`src/rtl/uart_frame_rx.sv`:
```
// uart_frame_rx
//   Oversampling asynchronous-serial frame receiver. Validates the start bit at
//   mid-bit, assembles DATA_BITS data bits LSB-first, optionally checks a parity
//   bit, checks one or two stop bits, and delivers each frame through a
//   valid/ready holding register carrying framing, parity and overrun flags.
//
// Ports
//   clk          system clock, rising edge
//   rst          asynchronous, active-high reset
//   UART_RX      serial line, idle high, asynchronous to clk
//   RX_Ready     consumer accepts RX_Data when high together with RX_Valid
//   RX_Data      payload of the last committed frame
//   RX_Valid     RX_Data holds an unconsumed frame
//   RX_Status    one-cycle pulse per committed frame
//   RX_FrameErr  a stop bit of the held frame sampled 0
//   RX_ParityErr parity mismatch on the held frame
//   RX_Overrun   held frame overwrote an unconsumed one

module uart_frame_rx #(
    parameter int unsigned DATA_BITS  = 12,
    parameter int unsigned OVERSAMPLE = 16,
    parameter int unsigned PARITY_EN  = 0,
    parameter int unsigned PARITY_ODD = 0,
    parameter int unsigned STOP_BITS  = 1
) (
    input  logic                 clk,
    input  logic                 rst,
    input  logic                 UART_RX,
    input  logic                 RX_Ready,
    output logic [DATA_BITS-1:0] RX_Data,
    output logic                 RX_Valid,
    output logic                 RX_Status,
    output logic                 RX_FrameErr,
    output logic                 RX_ParityErr,
    output logic                 RX_Overrun
);

    localparam int unsigned CntW    = $clog2(OVERSAMPLE);
    localparam int unsigned IdxW    = $clog2(DATA_BITS + 3);
    localparam int unsigned ParBits = (PARITY_EN != 0) ? 1 : 0;
    // Bit index of the final stop-bit sample (data, parity and stop share idx).
    localparam int unsigned LastIdx = DATA_BITS + ParBits + STOP_BITS - 1;

    localparam logic [CntW-1:0] HalfM1    = CntW'(OVERSAMPLE / 2 - 1);
    localparam logic [CntW-1:0] FullM1    = CntW'(OVERSAMPLE - 1);
    localparam logic [IdxW-1:0] DataLast  = IdxW'(DATA_BITS - 1);
    localparam logic [IdxW-1:0] FrameLast = IdxW'(LastIdx);
    localparam logic            ParOdd    = (PARITY_ODD != 0);

    typedef enum logic [2:0] {
        StIdle,
        StStart,
        StData,
        StParity,
        StStop,
        StBrkWait
    } state_e;

    // Two-flop synchronizer, preset to the idle line level.
    logic rx_meta_q, rx_s_q;

    always_ff @(posedge clk or posedge rst) begin
        if (rst) begin
            rx_meta_q <= 1'b1;
            rx_s_q    <= 1'b1;
        end else begin
            rx_meta_q <= UART_RX;
            rx_s_q    <= rx_meta_q;
        end
    end

    state_e                 state_q, state_d;
    logic [CntW-1:0]        cnt_q, cnt_d;
    logic [IdxW-1:0]        idx_q, idx_d;
    logic [DATA_BITS-1:0]   shift_q, shift_d;
    logic                   ferr_q, ferr_d;
    logic                   perr_q, perr_d;
    logic                   commit_q, commit_d;

    logic [DATA_BITS-1:0]   data_q, data_d;
    logic                   valid_q, valid_d;
    logic                   status_q, status_d;
    logic                   fe_q, fe_d;
    logic                   pe_q, pe_d;
    logic                   ovr_q, ovr_d;

    always_ff @(posedge clk or posedge rst) begin
        if (rst) begin
            state_q  <= StIdle;
            cnt_q    <= '0;
            idx_q    <= '0;
            shift_q  <= '0;
            ferr_q   <= 1'b0;
            perr_q   <= 1'b0;
            commit_q <= 1'b0;
            data_q   <= '0;
            valid_q  <= 1'b0;
            status_q <= 1'b0;
            fe_q     <= 1'b0;
            pe_q     <= 1'b0;
            ovr_q    <= 1'b0;
        end else begin
            state_q  <= state_d;
            cnt_q    <= cnt_d;
            idx_q    <= idx_d;
            shift_q  <= shift_d;
            ferr_q   <= ferr_d;
            perr_q   <= perr_d;
            commit_q <= commit_d;
            data_q   <= data_d;
            valid_q  <= valid_d;
            status_q <= status_d;
            fe_q     <= fe_d;
            pe_q     <= pe_d;
            ovr_q    <= ovr_d;
        end
    end

    // Receive FSM
    always_comb begin
        state_d  = state_q;
        cnt_d    = cnt_q;
        idx_d    = idx_q;
        shift_d  = shift_q;
        ferr_d   = ferr_q;
        perr_d   = perr_q;
        commit_d = 1'b0;

        unique case (state_q)
            StIdle: begin
                if (!rx_s_q) begin
                    state_d = StStart;
                    cnt_d   = '0;
                end
            end

            StStart: begin
                if (cnt_q == HalfM1) begin
                    if (rx_s_q) begin
                        state_d = StIdle;  // false start (glitch)
                    end else begin
                        state_d = StData;
                        cnt_d   = '0;
                        idx_d   = '0;
                        ferr_d  = 1'b0;
                        perr_d  = 1'b0;
                    end
                end else begin
                    cnt_d = cnt_q + CntW'(1);
                end
            end

            StData: begin
                if (cnt_q == FullM1) begin
                    cnt_d = '0;
                    for (int i = 0; i < int'(DATA_BITS); i++) begin
                        if (idx_q == IdxW'(i)) begin
                            shift_d[i] = rx_s_q;
                        end
                    end
                    idx_d = idx_q + IdxW'(1);
                    if (idx_q == DataLast) begin
                        state_d = (PARITY_EN != 0) ? StParity : StStop;
                    end
                end else begin
                    cnt_d = cnt_q + CntW'(1);
                end
            end

            StParity: begin
                if (cnt_q == FullM1) begin
                    cnt_d   = '0;
                    perr_d  = ((^shift_q) ^ rx_s_q) != ParOdd;
                    idx_d   = idx_q + IdxW'(1);
                    state_d = StStop;
                end else begin
                    cnt_d = cnt_q + CntW'(1);
                end
            end

            StStop: begin
                if (cnt_q == FullM1) begin
                    cnt_d = '0;
                    if (!rx_s_q) begin
                        ferr_d = 1'b1;
                    end
                    if (idx_q == FrameLast) begin
                        commit_d = 1'b1;
                        // A low stop bit may be a break; wait for the line to
                        // recover before accepting another start.
                        state_d  = (ferr_q || !rx_s_q) ? StBrkWait : StIdle;
                    end else begin
                        idx_d = idx_q + IdxW'(1);
                    end
                end else begin
                    cnt_d = cnt_q + CntW'(1);
                end
            end

            StBrkWait: begin
                if (rx_s_q) begin
                    state_d = StIdle;
                end
            end

            default: state_d = StIdle;
        endcase
    end

    // Holding register and handshake
    always_comb begin
        data_d   = data_q;
        valid_d  = valid_q;
        status_d = 1'b0;
        fe_d     = fe_q;
        pe_d     = pe_q;
        ovr_d    = ovr_q;

        if (commit_q) begin
            data_d   = shift_q;
            fe_d     = ferr_q;
            pe_d     = perr_q;
            valid_d  = 1'b1;
            status_d = 1'b1;
            // Overrun only when an unconsumed frame is being replaced.
            ovr_d    = valid_q && !RX_Ready;
        end else if (valid_q && RX_Ready) begin
            valid_d = 1'b0;
        end
    end

    assign RX_Data      = data_q;
    assign RX_Valid     = valid_q;
    assign RX_Status    = status_q;
    assign RX_FrameErr  = fe_q;
    assign RX_ParityErr = pe_q;
    assign RX_Overrun   = ovr_q;

endmodule

```
`config.mk`:
```
export PLATFORM = sky130hd
export DESIGN_NAME = uart_frame_rx
export DESIGN_NICKNAME = d
export VERILOG_FILES = /design/src/rtl/uart_frame_rx.sv
export SDC_FILE = /design/constraint.sdc
export NUM_CORES = 1
export LEC_CHECK = 0
export ABC_AREA = 1
export CORE_ASPECT_RATIO = 1.1
export CORE_MARGIN = 2
export CORE_UTILIZATION = 50
export DETAILED_ROUTE_END_ITERATION = 8
export PLACE_DENSITY = 0.82
export SLEW_MARGIN = 40
export SYNTH_ARGS = -nofsm -noshare
export SYNTH_HDL_FRONTEND = slang
export SYNTH_SLANG_ARGS = --single-unit
```
`constraint.sdc`:
```
create_clock -name clk -period 1.4 [get_ports clk]
set_input_delay 0.42 -clock clk [delete_from_list [all_inputs] [get_ports clk]]
set_output_delay 0.42 -clock clk [all_outputs]
set_load 0.02 [all_outputs]
```
==> impl_metrics.tcl, run 1 <==
set metrics [dict create \
    status "complete, but fails checks" \
    violations "setup timing" \
    fin_nets 374 \
    placedInstanceArea_um2 2850 \
    skew_ps 9.91 \
    postCtsHoldBufs 0 \
    grt_max_degree 32 \
    critPathMostFrequentCell "inv_2" \
    crit_required_ps 1630 \
    core_um2 4550 \
    worst_setup_path_start_kind "flop" \
    clock.fmax_mhz 646 \
    power_frac_seq 0.331 \
    wl_per_cell_um 16.0 \
    insertion_delay_ps 310 \
    numCtsBuffers 5 \
    hold_viol_final 0 \
    reg2reg_depth 10 \
    grt_pass1_wl_um 9550 \
    layout-drive-gt1-share 0.372 \
    yosys.cell_types.count 30 \
    final_area_um2 3270 \
    p_sw_frac 0.369 \
    antenna_cells 0 \
    die_area_um2 5230 \
    drc 0 \
    syn_nets 308 \
    viasPerCell 5.52 \
    grtUsageTotal 0.232 \
    fin_crit_ps 1550 \
    portBuffers 20 \
    die_w_um 69.1 \
    maxCapViolCount 0 \
    globalplace.congestion 0.927 \
    yosysTopAreaCellShare 0.461 \
    combPwrFrac 0.413 \
    synth_top_area_cell "dfrtp_1" \
    slowest_delay_ps 440 \
    crit_path_max_fanout 8 \
    start_util 0.512 \
    reg2reg_from "idx_q[1]" \
    power.density_nw_per_um2 1440 \
    peakVddDrop_mv 1.09 \
    antenna_found_initial 0 \
    switching_power_w 0.00173 \
    path_class "reg2reg" \
    reg2reg_to "idx_q[0]" \
    rows 26 \
    pwr-share-clk 0.256 \
    ys_ff_latch 45 \
    cts.sinks 45 \
    avgSynthCellArea_um2 7.80 \
    p_int_w 0.00296 \
    startpoint "idx_q[1]" \
    dr.pass1.iters 5 \
    crit_end "idx_q[0]" \
    max-slew-margin-rel 0.813 \
    hp-start "rx_meta_q" \
    fin_crit_sh 1.11 \
    clk_path_buf_depth 2 \
    worstSetupEndpointType "flop" \
    r2r_slack_ps -150 \
    setup_viol 18 \
    highest_layer "met4" \
    slowest_stage "dfrtp_1" \
    via_count 2329 \
    holdCritPathClass "reg2reg" \
    whs_ps 362 \
    initialDrtViolationCount 158 \
    place_hpwl_um 3760 \
    final_max_slew_viol_count 0 \
    met3_wirelength_um 355 \
    crit_chain "inv_2 -> ha_4 -> inv_2 -> nor3_4 -> nand2_2 -> o21ai_2 -> nor2_4 -> nand2_8 -> nand2_1 -> o21ai_1" \
    synthTopCellsByArea "dfrtp_1 (46%), nand2_1 (16%), inv_1 (4.7%)" \
    ios 21 \
    root_buffer "clkbuf_8" \
    cts_tree "done" \
    die_y_um 75.6 \
    cellLeakagePower_nw 1.57 \
    setup_ws_ps -149 \
    grt_pass1_vias 2200 \
    worst_pin_slew_ps 279 \
    wl_met2_um 3500 \
    synth-seq-area-share 0.484 \
    syn_area_um2 2330 \
    dp_cells 402 \
    areaGrowthSynthToFinish_pct 40.1 \
    rsz0062_at_grt "yes" \
    synth-warning-count 0 \
    layout.cells.non_filler 422 \
    clk_pin_slew_ps 90 \
    grt_overflow 0 \
    h-tree-depth 2 \
    wl_met1_um 2540 \
    fill_cells 323 \
    drt_wl_total_um 6770 \
    syn_inst 299 \
    postRouteAntennaNets 0 \
    worst_ep_arrival_time_ps 1770 \
]
==> worst min path at each step <==
stage              to  slack (ps)  cells after the start
6_report       rx_s_q         360                      0
2_1_floorplan  rx_s_q         350                      0
5_1_grt        rx_s_q         370                      0
4_1_cts        rx_s_q         360                      0
3_3_place_gp   rx_s_q         350                      0
3_5_place_dp   rx_s_q         350                      0
==> stage by stage <==
stage	setup TNS [ps]	power (W)	worst slack [ps]	utilization
2_1_floorplan	-58.3	0.00236	-21.3	-
3_3_place_gp	-147	0.00278	-51.2	0.625
3_5_place_dp	-445	0.00282	-83.3	0.625
4_1_cts	-109	0.00425	-19.9	0.687
5_1_grt	-2680	0.00494	-233	0.717
6_report	-1370	0.00469	-149	0.717
==> cells by family after synthesis <==
| family | after synthesis | synth area share |
|---|---|---|
| simple gates | 148 | 0.274 |
| buf+inv | 44 | 0.0724 |
| xor+xnor | 3 | 0.0113 |
| fa+ha+maj | 5 | 0.0268 |
| flops | 45 | 0.484 |
| compound gates | 54 | 0.132 |
==> routing by layer <==
| metal | vias up | global-route usage |
|---|---|---|
| li1 | 1102 | - |
| met1 | 1073 | 0.251 |
| met2 | 119 | 0.431 |
| met3 | 35 | 0.0370 |
| met4 | 0 | 0.153 |
| met5 | - | 0 |
==> flip-flops by register name, summed over array words and instances (netlist names) <==
register / flops
shift_q: 12
rx_meta_q: 1
cnt_q: 4
perr_q: 1
state_q: 3
commit_q: 1
rx_s_q: 1
RX_FrameErr: 1
RX_Overrun: 1
idx_q: 4
RX_Status: 1
RX_Data: 12
RX_ParityErr: 1
RX_Valid: 1
ferr_q: 1
==> cell usage in the layout, fill, tap and decap left out, types with 3 or more instances in the layout <==
cell type and count:
nand2_1 96, dfrtp_1 41, buf_4 38, inv_1 22, a31oi_1 14, nand3_1 13, o21ai_0 13, inv_2 12
a21oi_2 11, nor2_1 10, clkbuf_2 7, clkdlybuf4s15_2 6, nor2_2 5, nor2_4 5, o21ai_1 5, clkbuf_8 5
inv_4 4, nand2_2 4, a21oi_1 4, ha_4 4, buf_2 4, buf_6 4, nor3_2 3, clkdlybuf4s50_1 3
==> cells in the mapped netlist <==
cell type   n
o211ai_1    1
nand3_1    16
o21ai_0    14
clkinv_1    1
clkbuf_1    3
nor2_2      2
nand3b_1    1
dfstp_2     2
nand2_2     2
nor3_2      3
xor2_1      1
inv_2      10
a31oi_1    14
nor2_1     18
o31ai_1     2
nor4_1      1
xnor2_1     2
buf_4       1
ha_1        5
inv_1      29
nand2_4     2
dfrtp_1    43
nand3_2     1
nand2_1    99
o21ai_1     6
nor3_1      1
nand4_1     2
a21oi_1    15
o21ai_4     1
o22ai_1     1
==> power groups by stage <==
stage	Clock [W]	Combinational, W	Sequential (W)
after CTS	0.00121	0.00153	0.00152
after global placement	0	0.00124	0.00154
final	0.00120	0.00194	0.00155
after detailed placement	0	0.00128	0.00155
after global routing	0.00127	0.00210	0.00156
after floorplan	0	0.000828	0.00153
==> cell type report <==
class	count	area, um^2	share of cell area
repair buffers	63	503	0.154
multi-input cells	210	1260	0.386
flip-flops and latches	45	1130	0.346
clock inverters	3	68.8	0.0211
well taps	56	70.1	0.0214
inverters	40	164	0.0502
clock buffers	5	68.8	0.0211
==> timing repair <==
action | 4_1_cts | 5_1_grt
setup buffers | 9 | 5
gates resized for setup | 62 | 54
gates cloned | 0 | 0
pin swaps | 10 | 10
endpoints found under the setup margin | 34 | 35
==> critical path: cells and delay by family, from the launching register on <==
| kind | cells | cell delay, ps |
|---|---|---|
| buf+inv | 2 | 140 |
| flops | 1 | 440 |
| simple gates | 5 | 560 |
| compound gates | 2 | 190 |
| fa+ha+maj | 1 | 130 |
No activity file was read; power rests on OpenSTA's default activity.
==> run 2: changes to the inputs <==
--- a/config.mk
+++ b/config.mk
@@ -8,9 +8,10 @@
 export ABC_AREA = 1
 export CORE_ASPECT_RATIO = 1.1
 export CORE_MARGIN = 2
-export CORE_UTILIZATION = 50
+export CORE_UTILIZATION = 35
 export DETAILED_ROUTE_END_ITERATION = 8
-export PLACE_DENSITY = 0.82
+export GPL_TIMING_DRIVEN = 0
+export PLACE_DENSITY = 0.63
 export SLEW_MARGIN = 40
 export SYNTH_ARGS = -nofsm -noshare
 export SYNTH_HDL_FRONTEND = slang
==> impl_metrics.tcl, run 2 (synthesis gave the netlist of run 1 again) <==
set metrics [dict create \
    start_util 0.358 \
    power.density_nw_per_um2 1370 \
    initialDrtViolationCount 89 \
    crit_path_max_fanout 8 \
    holdPathEnd "rx_s_q" \
    final_area_um2 3160 \
    worst_ep_arrival_time_ps 1690 \
    hold_viol_final 0 \
    antenna_found_initial 0 \
    postRouteAntennaNets 0 \
    cts_tree "done" \
    grt_max_degree 26 \
    grt_pass1_vias 1998 \
    antenna_cells 0 \
    rsz0062_at_grt "yes" \
    grt_pass1_wl_um 8770 \
    drt_wl_total_um 5200 \
    rows 31 \
    drc 0 \
    die_y_um 89.6 \
    clk_path_buf_depth 2 \
    ff_latch_area_um2 1130 \
    numCtsBuffers 5 \
    final_cell_mix "nand2_1 (91), dfrtp_1 (38), inv_1 (23)" \
    final_max_slew_viol_count 0 \
    layout.cells.non_filler 432 \
    hp-start "rx_meta_q" \
    holdCritPathClass "reg2reg" \
    layout-drive-gt1-share 0.343 \
    die_w_um 81.8 \
    h-tree-depth 2 \
    clock.fmax_mhz 673 \
    fill_cells 627 \
    viasPerCell 4.90 \
    via_count 2117 \
    final_common_cell "nand2_1" \
    skew_ps 2.91 \
    multi_input_comb_area_um2 1260 \
    worstSetupEndpointType "flop" \
    areaGrowthSynthToFinish_pct 35.7 \
    hold_depth 0 \
    r2r_slack_ps -90 \
    reg2reg_depth 10 \
    violations "setup timing" \
    grt_overflow 0 \
    die_area_um2 7330 \
    status "complete, but fails checks" \
    fin_nets 358 \
    insertion_delay_ps 300 \
    grtUsageTotal 0.152 \
    globalplace.congestion 0.813 \
    setup_ws_ps -85.8 \
    max-slew-margin-rel 0.657 \
    placedInstanceArea_um2 2670 \
    portBuffers 20 \
    reg2reg_to "idx_q[0]" \
    clk_pin_slew_ps 90 \
    cellLeakagePower_nw 1.45 \
    cts.sinks 45 \
    maxCapViolCount 0 \
    setup_viol 18 \
    core_um2 6520 \
    fin_crit_sh 1.06 \
    dr.pass1.iters 6 \
    reg2reg_from "cnt_q[0]" \
    dp_cells 402 \
    fin_crit_ps 1490 \
    root_buffer "clkbuf_8" \
    crit_required_ps 1600 \
    worst_setup_path_start_kind "flop" \
    ios 21 \
    path_class "reg2reg" \
    peakVddDrop_mv 0.690 \
    place_hpwl_um 3460 \
    worst_pin_slew_ps 514 \
    wl_per_cell_um 12.0 \
]
-- run 2: worst max-delay path, cell delays in order, from the launching register on --
cell     delay (ps)
dfrtp_1         420
ha_4            190
nand2_2          60
nor2_2          130
inv_1            70
nand2_2         100
o21ai_4          90
inv_4           110
nand2_8          90
nand2_2          80
o21ai_2          50
-- run 2: metal layers --
layer | vias to the layer above | part of all wire | GRT usage
met1 | 999 | 0.43 | 0.179
met5 | - | 0 | 0
met3 | 5 | 0.035 | 0.0270
met2 | 40 | 0.52 | 0.279
li1 | 1073 | - | -
met4 | 0 | 0.013 | 0.0500
-- run 2: worst max path at each step --
stage / startpoint / to / cells after the start
2_1_floorplan: cnt_q[1] / idx_q[0] / 10
5_1_grt: cnt_q[0] / idx_q[0] / 10
3_3_place_gp: rst / RX_ParityErr / 2
4_1_cts: cnt_q[0] / idx_q[3] / 10
6_report: cnt_q[0] / idx_q[0] / 10
3_5_place_dp: cnt_q[1] / idx_q[0] / 10
-- run 2: through the flow --
| step | power (W) | hold slack [ps] | util | worst slack (ps) | setup TNS (ps) |
|---|---|---|---|---|---|
| 2_1_floorplan | 0.00236 | 345 | - | -21.3 | -58.3 |
| 3_3_place_gp | 0.00254 | 346 | 0.407 | -203 | -11650 |
| 6_report | 0.00435 | 360 | 0.486 | -85.8 | -859 |
| 4_1_cts | 0.00393 | 362 | 0.460 | -60.1 | -288 |
| 3_5_place_dp | 0.00257 | 349 | 0.410 | -189 | -3310 |
| 5_1_grt | 0.00462 | 366 | 0.486 | -193 | -3030 |
-- run 2: what timing repair did --
action,4_1_cts,5_1_grt
gates resized for setup,69,52
setup endpoints to repair,41,46
pin swaps,10,24
setup buffers,13,9
hold buffers,0,0
-- run 2: layout make-up --
type,instances,area share
multi-input combinational,210,0.397
clock inverter,2,0.0119
tap,82,0.0324
inverter,40,0.0530
buffer,4,0.00712
sequential,45,0.359
timing repair buffer,43,0.113
clock buffer,6,0.0261
-- run 2: where the power goes --
group          internal, W  switching (W)  total (W)
clock             0.000581       0.000460    0.00104
sequential         0.00141       0.000146    0.00155
combinational     0.000749        0.00101    0.00175
total              0.00274        0.00161    0.00435
==> RTL edit 1: new RTL, flow settings as in run 1 <==
Set the parameter `PARITY_EN` to 1 (it was 0).
--- a/src/rtl/uart_frame_rx.sv
+++ b/src/rtl/uart_frame_rx.sv
@@ -21,3 +21,3 @@
     parameter int unsigned OVERSAMPLE = 16,
-    parameter int unsigned PARITY_EN  = 0,
+    parameter int unsigned PARITY_EN  = 1,
     parameter int unsigned PARITY_ODD = 0,
Function: no difference found for any inputs over 10 cycles, from zero or initial values and one cycle with rst high; that may be too few to reach the edited logic, so the function may still have changed.
==> RTL edit 1 against run 1 <==
The flow still finishes with violations (negative setup slack); worst hold slack better by 2.8 ps; via count down 5.8%; wire length decreased by 18%; setup slack better by 13 ps; clock skew about the same; utilization down 2.7 points; total power fell by 5.5%; cell area is 3.1% lower; sequential cell count unchanged; synthesized area up 1.5%.
==> RTL edit 1: results (changes against run 1) <==
## Cells and area
* Filler Cell Count: 330, was 323
* number of nets in the layout: 368, was 374
* share of cells above drive strength 1: 33.15%, was 37.16%

## Timing
* setup slack after layout: -135.9 ps, was -148.7 ps
* worst clock skew: 10.31 ps, was 9.912 ps
* Final setup viols: 13, was 18
* worst rel slew slack: 72.00%, was 81.33%
* Fin Setup TNS: -1191 ps, was -1371 ps

## Hold path
* Hold Crit Depth: 0, unchanged

## Place
* Routability Congestion: 0.9205, was 0.9270
* placement-stage worst setup slack: -123.4 ps, was -83.30 ps
* detailed placer's ending HPWL: 3.568 mm, was 3.759 mm

## Synthesis
* Distinct cells, synth: 29, was 30
* Synth Net Count: 310, was 308
* Synth area leaders: sky130_fd_sc_hd__dfrtp_1 45%, sky130_fd_sc_hd__nand2_1 16%, sky130_fd_sc_hd__inv_1 4.9%, was sky130_fd_sc_hd__dfrtp_1 46%, sky130_fd_sc_hd__nand2_1 16%, sky130_fd_sc_hd__inv_1 4.7%
* leading cell types by count after synthesis: 102 x sky130_fd_sc_hd__nand2_1, 43 x sky130_fd_sc_hd__dfrtp_1, 31 x sky130_fd_sc_hd__inv_1, was 99 x sky130_fd_sc_hd__nand2_1, 43 x sky130_fd_sc_hd__dfrtp_1, 29 x sky130_fd_sc_hd__inv_1

## Drt
* wire per inst: 13.38 µm, was 16.05 µm
* router iterations before antenna repair: 4, was 5
* post-DR vias/cell: 5.289, was 5.519
* number of design-rule violations left by the first detailed-router iteration: 199, was 158

## Worst setup path
* worst reg2reg endpoint: idx_q[3]$_DFFE_PP0P_, was idx_q[0]$_DFFE_PP0P_
* source of the critical timing path: cnt_q[1]$_DFFE_PP0P_, was idx_q[1]$_DFFE_PP0P_
* Worst R2R Start: cnt_q[1]$_DFFE_PP0P_, was idx_q[1]$_DFFE_PP0P_
* Worst path max stage delay: 420 ps, was 440 ps
* signal arrival time at the worst endpoint: 1750 ps, was 1770 ps
* Crit path max-delay family: flip-flops, was simple AND/OR/NAND/NOR gates

## GRT
* Overall Global Routing Usage: 19.96%, was 23.19%
* maximum number of pins on one net before global-route repair: 28, was 32
* first-pass GRT wire length: 8.714 mm, was 9.549 mm

## Power and ir drop
* cell leakage power: 1.547 nW, was 1.572 nW
* worst IR drop on VDD: 0.001041 V, was 0.001094 V
* power in combinational cells: 1.89 mW, was 1.94 mW
* fraction of power spent switching nets: 38.33%, was 36.86%

## Run status
* outcome: finished, violations left, unchanged
* failing checks: negative setup slack, unchanged

-- RTL edit 1: cell count changes after synthesis, sizes merged, moves of 2 or more --
| cell | delta |
|---|---|
| a31oi | -2 |
| inv | -3 |
| nand2 | +4 |
| nor2 | -3 |
| o21ai | +10 |
| xor2 | +2 |
-- RTL edit 1: through the flow --
step	hold WS, ps	cell area (µm²)	total power [mW]	std cells
6_report	364.9	3166	4.434	415
5_1_grt	374.2	3166	4.683	415
4_1_cts	362.2	3019	4.021	409
3_5_place_dp	350.0	2853	2.926	398
3_3_place_gp	345.7	2853	2.884	398
2_1_floorplan	345.2	2389	2.483	301
-- RTL edit 1: repair_timing --
item                       in CTS  in global routing
setup endpoints to repair      39                 37
gates resized for setup        47                 60
buffers inserted                4                  7
pin swaps                       6                  8
hold buffers                    0                  0
-- RTL edit 1: cells by family (layout without fill, tap and decap cells) --
kind of cell	Yosys count	count (layout)	synth area share (%)
simple gates	147	147	27.22
compound gates	59	59	14.48
flops	45	45	47.67
buf+inv	41	99	6.501
fa+ha+maj	5	5	2.643
xor+xnor	4	4	1.480
-- RTL edit 1: cell type report --
cell class / instances / area [µm²] / area share, %
Multi-Input combinational cell: 215 / 1244 / 39.29
Sequential cell: 45 / 1132 / 35.77
Clock inverter: 2 / 35.03 / 1.107
Inverter: 38 / 166.4 / 5.257
Tap cell: 56 / 70.07 / 2.213
Clock buffer: 5 / 68.82 / 2.174
Timing Repair Buffer: 54 / 449.2 / 14.19
-- RTL edit 1: routing by layer --
layer	wire length (µm)	up-vias	track usage, %
met2	2824	70	35.00
met3	295	11	3.704
li1	-	1088	-
met4	110	0	7.647
met5	0	-	0
met1	2322	1026	24.20
==> RTL edit 2: new RTL, flow settings as in run 1 <==
Made on the original files. Register the output `RX_FrameErr` once more, with the module's reset; this adds one clock of latency there. The other outputs are not delayed to match.
--- a/src/rtl/uart_frame_rx.sv
+++ b/src/rtl/uart_frame_rx.sv
@@ -234,3 +234,9 @@
     assign RX_Status    = status_q;
-    assign RX_FrameErr  = fe_q;
+    always_ff @(posedge clk or posedge rst) begin
+        if (rst) begin
+            RX_FrameErr <= '0;
+        end else begin
+            RX_FrameErr <= fe_q;
+        end
+    end
     assign RX_ParityErr = pe_q;
Formal check against the unedited RTL: same outputs for any inputs over 10 cycles, from zero or initial values and one cycle with rst high; that may be too few to reach the edited logic, so the function may still have changed.
==> RTL edit 2 against run 1 <==
Largest cell class unchanged; total power up 6.4%; wire length shrank 22%; combinational power grew 19%; sequential cell count is 1 higher; setup slack gained 45 ps; cell area is 3.3% lower; die area grew 3.8%; largest power group unchanged; count of clock-buffer cells in the layout increased by 1; critical endpoint is now shift_q[9]$_DFFE_PP0P_; first-iteration DRC count is 21% lower; synthesized cell count increased by 0.67%; synthesized area up 4.0%; the flow still finishes with violations (negative setup slack); critical path type unchanged; maximum frequency is 3.0% higher; utilization shrank 3.8 points; final cell count decreased by 2.1%.
==> RTL edit 2: results (changes against run 1) <==
## Synthesis
* leading cell types by count after synthesis: 94 x sky130_fd_sc_hd__nand2_1, 44 x sky130_fd_sc_hd__dfrtp_1, 29 x sky130_fd_sc_hd__inv_1, was 99 x sky130_fd_sc_hd__nand2_1, 43 x sky130_fd_sc_hd__dfrtp_1, 29 x sky130_fd_sc_hd__inv_1
* fraction of the mapped netlist area in compound gates: 12.64%, was 13.20%
* Synth Net Count: 310, was 308
* Distinct cells, synth: 29, was 30
* xor and xnor area share after synthesis: 1.083%, was 1.127%
* Synth area leaders: sky130_fd_sc_hd__dfrtp_1 45%, sky130_fd_sc_hd__nand2_1 15%, sky130_fd_sc_hd__o21ai_0 4.5%, was sky130_fd_sc_hd__dfrtp_1 46%, sky130_fd_sc_hd__nand2_1 16%, sky130_fd_sc_hd__inv_1 4.7%
* sequential fraction of the synthesis area: 47.55%, was 48.39%
* adder-cell share of the synthesized area: 2.579%, was 2.682%

## GRT
* first-pass GRT wire length: 9.321 mm, was 9.549 mm
* met2 Usage GRT: 34.62%, was 43.06%
* maximum number of pins on one net before global-route repair: 30, was 32
* met3 track demand over resource in global routing: 4.468%, was 3.704%
* Overall Global Routing Usage: 21.05%, was 23.19%

## Worst setup path
* signal arrival time at the worst endpoint: 1680 ps, was 1770 ps
* Worst path max stage delay: 370 ps, was 440 ps
* Crit path max-delay family: buffers and inverters, was simple AND/OR/NAND/NOR gates

## Cells and area
* proportion of cell area occupied by multi-input gates: 39.83%, was 38.61%
* proportion of final cell area spent on non-clock buffers: 13.22%, was 15.40%
* Filler Cell Count: 382, was 323
* Final Core Density: 67.94%, was 71.73%
* Clock buf/inv share: 3.484%, was 4.213%
* number of nets in the layout: 365, was 374
* layout buffer count excluding clock buffers: 54, was 63
* share of cells above drive strength 1: 32.21%, was 37.16%
* Clock Buffer Count: 6, was 5
* Final Non-Filler Cells: 413, was 422

## Power and ir drop
* worst IR drop on VDD: 0.0009823 V, was 0.001094 V
* internal portion of total power: 2.999 mW, was 2.962 mW
* cell leakage power: 1.526 nW, was 1.572 nW

## Run status
* failing checks: negative setup slack, unchanged
* outcome: finished, violations left, unchanged

## Place
* Cell Area, Placed: 2860 µm², was 2848 µm²
* dpl cells: 396, was 402
* Routability Congestion: 0.8744, was 0.9270
* detailed placer's ending HPWL: 3.609 mm, was 3.759 mm

## Timing
* worst clock skew: 5.045 ps, was 9.912 ps
* setup slack after layout: -103.8 ps, was -148.7 ps
* Fin Setup TNS: -837.6 ps, was -1371 ps
* Final setup viols: 15, was 18
* transition time of the tightest slew-check pin: 323.1 ps, was 279.1 ps

## Clock network
* Post-CTS Setup Inserts: 2, was 9
* number of clock sinks: 46, was 45
* count of instances resized after the clock tree is built: 63, was 62

## Drt
* DR WL met2: 2.686 mm, was 3.497 mm
* Met3 Wirelength: 236 µm, was 355 µm
* router iterations before antenna repair: 4, was 5
* total vias in the final route: 2143, was 2329
* number of design-rule violations left by the first detailed-router iteration: 125, was 158
* wire length the detailed router placed on met1: 2.261 mm, was 2.536 mm

## Floorplan
* Floorplan Core Area: 4652 µm², was 4554 µm²

[RTL edit 2: cell count changes in the layout (fill, tap and decap cells not counted), moves of 3 or more]
cell,before,now
sky130_fd_sc_hd__a21oi_1,4,14
sky130_fd_sc_hd__a21oi_2,11,3
sky130_fd_sc_hd__nand2_1,96,88
sky130_fd_sc_hd__inv_2,12,6
sky130_fd_sc_hd__o21ai_0,13,19
sky130_fd_sc_hd__buf_4,38,33
sky130_fd_sc_hd__nand2_4,2,7
sky130_fd_sc_hd__buf_6,4,0
sky130_fd_sc_hd__inv_1,22,26
sky130_fd_sc_hd__ha_4,4,1
sky130_fd_sc_hd__nand2_2,4,7
sky130_fd_sc_hd__nand3_1,13,10
sky130_fd_sc_hd__nor3_2,3,0
[RTL edit 2: power groups by stage]
| stage | clock network (mW) | registers, mW | logic (mW) |
|---|---|---|---|
| detailed placement | 0 | 1.67 | 1.87 |
| global placement | 0 | 1.66 | 1.83 |
| finish | 0.988 | 1.69 | 2.31 |
| CTS | 1.01 | 1.68 | 1.99 |
| global route | 1.06 | 1.72 | 2.56 |
| floorplan | 0 | 1.65 | 1.30 |
[RTL edit 2: worst paths after layout]
path                                 startpoint                      to  slack, ps  depth (start not counted)
min reg2reg                 rx_meta_q$_DFF_PP1_        rx_s_q$_DFF_PP1_        360                          0
max                        cnt_q[0]$_DFFE_PP0P_  shift_q[9]$_DFFE_PP0P_       -100                          8
max in group asynchronous                   rst     rx_meta_q$_DFF_PP1_        670                          3
max reg2reg                cnt_q[0]$_DFFE_PP0P_  shift_q[9]$_DFFE_PP0P_       -100                          8
min                         rx_meta_q$_DFF_PP1_        rx_s_q$_DFF_PP1_        360                          0
min in group asynchronous                   rst  state_q[0]$_DFFE_PP0P_        500                          3
